## config.mk

```make
export PLATFORM = sky130hd
export DESIGN_NAME = board_write_sequencer
export DESIGN_NICKNAME = d
export VERILOG_FILES = /design/src/rtl/chess_pkg.sv /design/src/rtl/start_position_rom.sv /design/src/rtl/board_write_sequencer.sv
export SDC_FILE = /design/constraint.sdc
export NUM_CORES = 1
export LEC_CHECK = 0
export ABC_CLOCK_PERIOD_IN_PS = 5600
export CORE_MARGIN = 2
export CORE_UTILIZATION = 55
export DETAILED_ROUTE_END_ITERATION = 6
export GPL_ROUTABILITY_DRIVEN = 0
export MAX_ROUTING_LAYER = met4
export PLACE_DENSITY = 0.83
export SKIP_CTS_REPAIR_TIMING = 1
export SYNTH_ARGS = -nofsm -noshare
export SYNTH_HDL_FRONTEND = slang
export SYNTH_SLANG_ARGS = --single-unit
```

## constraint.sdc

```tcl
create_clock -name clk -period 5.6 [get_ports clk]
set_clock_uncertainty 0.15 [all_clocks]
set_input_delay 1.12 -clock clk [delete_from_list [all_inputs] [get_ports clk]]
set_output_delay 1.12 -clock clk [all_outputs]
set_load 0.02 [all_outputs]
```

## src/rtl/chess_pkg.sv

```systemverilog
// Shared chess definitions: piece codes, change-piece field layout and
// write-sequencer state encodings.
package chess_pkg;

    typedef enum logic [3:0] {
        WHITE_EMPTY  = 4'b0000,
        WHITE_KING   = 4'b0001,
        WHITE_QUEEN  = 4'b0010,
        WHITE_BISHOP = 4'b0011,
        WHITE_KNIGHT = 4'b0100,
        WHITE_ROOK   = 4'b0101,
        WHITE_PAWN   = 4'b0110,
        BLACK_EMPTY  = 4'b1000,
        BLACK_KING   = 4'b1001,
        BLACK_QUEEN  = 4'b1010,
        BLACK_BISHOP = 4'b1011,
        BLACK_KNIGHT = 4'b1100,
        BLACK_ROOK   = 4'b1101,
        BLACK_PAWN   = 4'b1110
    } piece_t;

    localparam int SQ_W           = 6;
    localparam int PIECE_W        = 4;
    localparam int SLOT_W         = SQ_W + PIECE_W;
    localparam int CP_ADDR_LSB    = 0;
    localparam int CP_CONTENT_LSB = 6;
    localparam int CP_WE_BIT      = 10;
    localparam int CP_W           = 11;

    typedef enum logic [1:0] {
        S_IDLE = 2'd0,
        S_INIT = 2'd1,
        S_MOVE = 2'd2,
        S_DONE = 2'd3
    } state_t;

    // Back-rank piece for a column, white colour; black differs only in bit 3.
    function automatic piece_t white_back_rank(input logic [2:0] col);
        case (col)
            3'd0, 3'd7: return WHITE_ROOK;
            3'd1, 3'd6: return WHITE_KNIGHT;
            3'd2, 3'd5: return WHITE_BISHOP;
            3'd3:       return WHITE_QUEEN;
            default:    return WHITE_KING;
        endcase
    endfunction

endpackage

```

## src/rtl/start_position_rom.sv

```systemverilog
// Combinational starting-position lookup: square index (column*8 + row) to
// the 4-bit piece code placed there at the start of a game.
module start_position_rom
    import chess_pkg::*;
(
    input  logic [SQ_W-1:0]    square,
    output logic [PIECE_W-1:0] content
);

    logic [2:0] col;
    logic [2:0] row;
    piece_t     back;

    assign col = square[5:3];
    assign row = square[2:0];

    always_comb begin
        back    = white_back_rank(col);
        content = WHITE_EMPTY;
        case (row)
            3'd0:    content = back | 4'b1000;
            3'd1:    content = BLACK_PAWN;
            3'd6:    content = WHITE_PAWN;
            3'd7:    content = back;
            default: content = WHITE_EMPTY;
        endcase
    end

endmodule

```

## src/rtl/board_write_sequencer.sv

```systemverilog
// Serialises multi-square move commands and full-board initialisation into
// one change-piece write per cycle; initialisation has priority.
module board_write_sequencer
    import chess_pkg::*;
#(
    parameter int MAX_WRITES    = 4,
    parameter bit INIT_ON_RESET = 1'b1
) (
    input  logic                       clk,
    input  logic                       reset,
    input  logic                       init_req,
    input  logic                       cmd_valid,
    output logic                       cmd_ready,
    input  logic [2:0]                 cmd_count,
    input  logic [SLOT_W*MAX_WRITES-1:0] cmd_data,
    output logic [CP_W-1:0]            change_piece,
    output logic                       busy,
    output logic                       done,
    output logic                       init_done
);

    localparam int IW = 3;

    state_t                           state;
    logic [SQ_W-1:0]                  square;
    logic                             init_last;
    logic                             pending;
    logic                             boot;
    logic [MAX_WRITES-1:0][SLOT_W-1:0] slots;
    logic [IW-1:0]                    count;
    logic [IW-1:0]                    index;
    logic [IW-1:0]                    count_clamped;
    logic [SLOT_W-1:0]                slot_sel;
    logic [PIECE_W-1:0]               rom_content;
    logic                             accept;

    start_position_rom u_rom (
        .square  (square),
        .content (rom_content)
    );

    // boot stands in for an init request raised by reset itself
    assign cmd_ready = !reset && (state == S_IDLE) && !init_req && !pending && !boot;
    assign busy      = (state != S_IDLE);
    assign accept    = cmd_valid && cmd_ready;

    assign count_clamped = (cmd_count > IW'(MAX_WRITES)) ? IW'(MAX_WRITES) : cmd_count;

    always_comb begin
        slot_sel = slots[0];
        for (int k = 0; k < MAX_WRITES; k++)
            if (index == IW'(k)) slot_sel = slots[k];
    end

    always_ff @(posedge clk or posedge reset) begin
        if (reset) begin
            state        <= S_IDLE;
            square       <= '0;
            init_last    <= 1'b0;
            pending      <= 1'b0;
            boot         <= INIT_ON_RESET;
            slots        <= '0;
            count        <= '0;
            index        <= '0;
            change_piece <= '0;
            done         <= 1'b0;
            init_done    <= 1'b0;
        end else begin
            done      <= 1'b0;
            init_done <= 1'b0;
            case (state)
                S_IDLE: begin
                    change_piece[CP_WE_BIT] <= 1'b0;
                    if (init_req || boot) begin
                        state     <= S_INIT;
                        square    <= '0;
                        init_last <= 1'b0;
                        pending   <= 1'b0;
                        boot      <= 1'b0;
                    end else if (accept) begin
                        slots <= cmd_data;
                        count <= count_clamped;
                        index <= '0;
                        state <= (count_clamped == '0) ? S_DONE : S_MOVE;
                    end
                end
                S_INIT: begin
                    // one extra cycle after square 63 so init_done trails the last write
                    if (!init_last) begin
                        change_piece[CP_WE_BIT]                    <= 1'b1;
                        change_piece[CP_CONTENT_LSB +: PIECE_W]    <= rom_content;
                        change_piece[CP_ADDR_LSB +: SQ_W]          <= square;
                        if (square == 6'd63) init_last <= 1'b1;
                        else                 square    <= square + 6'd1;
                    end else begin
                        change_piece[CP_WE_BIT] <= 1'b0;
                        init_done               <= 1'b1;
                        init_last               <= 1'b0;
                        state                   <= S_IDLE;
                    end
                end
                S_MOVE: begin
                    if (init_req) pending <= 1'b1;
                    change_piece[CP_WE_BIT]    <= 1'b1;
                    change_piece[SLOT_W-1:0]   <= slot_sel;
                    index                      <= index + IW'(1);
                    if (index == count - IW'(1)) state <= S_DONE;
                end
                S_DONE: begin
                    // two cycles: first raises done, second hands off
                    if (init_req) pending <= 1'b1;
                    change_piece[CP_WE_BIT] <= 1'b0;
                    if (!done) begin
                        done <= 1'b1;
                    end else if (pending || init_req) begin
                        state     <= S_INIT;
                        square    <= '0;
                        init_last <= 1'b0;
                        pending   <= 1'b0;
                    end else begin
                        state <= S_IDLE;
                    end
                end
                default: state <= S_IDLE;
            endcase
        end
    end

endmodule

```

==> flow_metrics.env <==
export IMPL_outcome="finished, final reports clean"
export IMPL_hp_class="reg2reg"
export IMPL_synth_cells=315
export IMPL_top_layer="met4"
export IMPL_startpoint_type="input pin"
export IMPL_wl_met3_um=367
export IMPL_root_buffer="clkbuf_8"
export IMPL_synth_nets=373
export IMPL_drt_iter0_markers=163
export IMPL_slew_violations=0
export IMPL_maxCapViolations=0
export IMPL_final_seq_area_mm2=0.00175
export IMPL_end_kind="output port"
export IMPL_grt_usage_pct=23.0
export IMPL_routedWlPerCell_um=16.7
export IMPL_wl_mm=7.53
export IMPL_routed_via_density=5.95
export IMPL_die_w_um=84.9
export IMPL_crit_fanout=7
export IMPL_dpl_cell_area_mm2=0.00421
export IMPL_grt_pass1_wl_mm=12.6
export IMPL_cts_sinks=70
export IMPL_antenna_found_initial=0
export IMPL_pin_count=62
export IMPL_critPathKind="in2out"
export IMPL_hold_viol=0
export IMPL_met2_length_mm=3.71
export IMPL_die_area_mm2=0.00721
export IMPL_p_leak_nw=1.93
export IMPL_synth_seq_cells=70
export IMPL_start_util_pct=56.7
export IMPL_core_mm2=0.00635
export IMPL_overflow=0
export IMPL_final_cell_mix="dfrtp_1 (69), clkdlybuf4s50_1 (61), a21oi_1 (30)"
export IMPL_ys_types=51
export IMPL_final_area_mm2=0.00439
export IMPL_finalSetupViolCount=0
export IMPL_dieHeight_um=84.9
export IMPL_fin_tns_setup_ns=0
export IMPL_fmax_mhz=243
export IMPL_rsz0062_at_grt="no"
export IMPL_area_delta_synth_final_pct=21.8
export IMPL_vdd_drop_max_v=0.000340
export IMPL_dp_hpwl_mm=5.26
export IMPL_grt_pass1_vias=2580
export IMPL_grt_max_degree=49
export IMPL_slew_headroom_pct=34.9
export IMPL_cts_tree="done"
export IMPL_fin_nets=428
export IMPL_diodes=0
export IMPL_clk_pin_slew_ns=0.07
export IMPL_power_per_cell_area_mw_per_mm2=533
export IMPL_ant_nets=0
export IMPL_cts_buffer_depth=2
export IMPL_h_tree_depth=3
export IMPL_worstMarginPinSlew_ns=0.972
export IMPL_syn_avg_cell_area_um2=11.4
export IMPL_synth_seq_area_share_pct=48.6
export IMPL_multi_input_area_mm2=0.00165
export IMPL_netlist_area_mm2=0.00360
export IMPL_dr_pass1_iters=4
export IMPL_drc=0
export IMPL_m1WireLength_mm=3.31
export IMPL_numCtsBuffers=9
export IMPL_fin_crit_sh_pct=73.5
export IMPL_drive_gt1_share_pct=18.4
export IMPL_arrival_ns=2.84
export IMPL_clkLatencyLatePin_ns=0.35
export IMPL_final_common_cell="dfrtp_1"
export IMPL_ys_warnings_count=0
export IMPL_rows=29
export IMPL_vias=2688
export IMPL_io_buffers=61
export IMPL_period_needed_ns=4.11
export IMPL_rrSetupSlack_ns=3.05
export IMPL_worstPathRequired_ns=4.33
export IMPL_fill_cells=466
[cell families (layout without fill, tap and decap cells)]
family,after synthesis,after routing,share of synthesized area (%)
AOI/OAI and AO/OA,78,78,14.5
xor gates and xnor gates,4,4,0.972
adders and majority gates,11,11,3.82
buffers and inverters,42,102,5.76
DFF,70,70,48.6
muxes,44,44,15.0
and+or+nand+nor,66,66,11.2
[cell usage after synthesis, drive strengths merged]
cell | n | area, um2
a2111o | 1 | 11.3
a211oi | 2 | 15.0
a21oi | 30 | 150
a221oi | 5 | 43.8
a22o | 3 | 26.3
a22oi | 1 | 7.51
a2bb2oi | 2 | 17.5
a31oi | 2 | 12.5
a32o | 1 | 10.0
a32oi | 1 | 8.76
and2 | 2 | 12.5
and3b | 2 | 17.5
and4 | 1 | 11.3
buf | 13 | 98.8
clkbuf | 6 | 22.5
clkinv | 1 | 3.75
dfrtp | 69 | 1730
dfstp | 1 | 26.3
ha | 11 | 138
inv | 22 | 82.6
mux2 | 42 | 522
mux2i | 2 | 20.0
nand2 | 4 | 15.0
nand2b | 3 | 18.8
nand3 | 8 | 40.0
nand4 | 1 | 6.26
nor2 | 10 | 37.5
nor2b | 5 | 31.3
nor3 | 6 | 30.0
nor3b | 12 | 95.1
nor4 | 2 | 18.8
o21a | 1 | 15.0
o21ai | 13 | 65.1
o21ba | 1 | 10.0
o21bai | 1 | 7.51
o221ai | 10 | 87.6
o22ai | 1 | 6.26
o2bb2ai | 1 | 15.0
o31ai | 2 | 15.0
or2 | 2 | 12.5
or3 | 4 | 25.0
or3b | 2 | 17.5
or4 | 2 | 15.0
xnor2 | 2 | 17.5
xor2 | 2 | 17.5
[report_power, final]
part           leakage, nW  switching (mW)  internal [mW]
registers            0.868           0.190          0.734
clock network       0.0937           0.179          0.197
logic                0.965           0.508          0.531
[routing by layer]
metal,global-route usage (%),vias up
li1,-,1251
met1,30.4,1339
met2,35.5,86
met3,3.89,12
met4,9.24,0
met5,-,-
[registers in the layout, summed over array words and instances, names as in the netlist]
name          cells
init_last         1
change_piece     11
done              1
count             3
init_done         1
state             2
boot              1
slots            40
index             3
square            6
pending           1
[final cells by class]
type	instances	share of cell area, %
Inverter	23	1.97
Tap cell	77	2.19
Clock inverter	1	0.114
Timing Repair Buffer	63	14.2
Sequential cell	70	39.9
Multi-Input combinational cell	203	37.5
Clock buffer	15	4.02
[worst max-delay path, cell delays in order]
cell	delay [ns]
clkdlybuf4s50_1	0.51
or3_1	0.43
nor3_1	0.16
clkdlybuf4s50_1	0.63
[through the flow]
stage	setup slack (ns)	hold slack, ns	total power [mW]	std cells	util, %
2_1_floorplan	2.37	0.299	1.66	315	-
3_3_place_gp	1.54	0.320	1.92	436	66.3
3_5_place_dp	1.50	0.335	1.96	436	66.3
4_1_cts	1.49	0.351	2.35	452	69.1
5_1_grt	1.40	0.373	2.51	452	69.1
6_report	1.49	0.346	2.34	452	69.1
[final timing paths]
kind                       depth (start not counted)            startpoint                     endpoint
setup / recovery                                   4              init_req                    cmd_ready
min in group asynchronous                          2                 reset          pending$_DFFE_PP0P_
max in group asynchronous                          3                 reset        slots[35]$_DFFE_PP0P_
hold / removal                                     2  count[1]$_DFFE_PP0P_         count[1]$_DFFE_PP0P_
setup reg to reg                                   6  index[0]$_DFFE_PP0P_  change_piece[0]$_DFFE_PP0P_
hold reg to reg                                    2  count[1]$_DFFE_PP0P_         count[1]$_DFFE_PP0P_
Note: power is estimated with default switching activity, not from simulation.
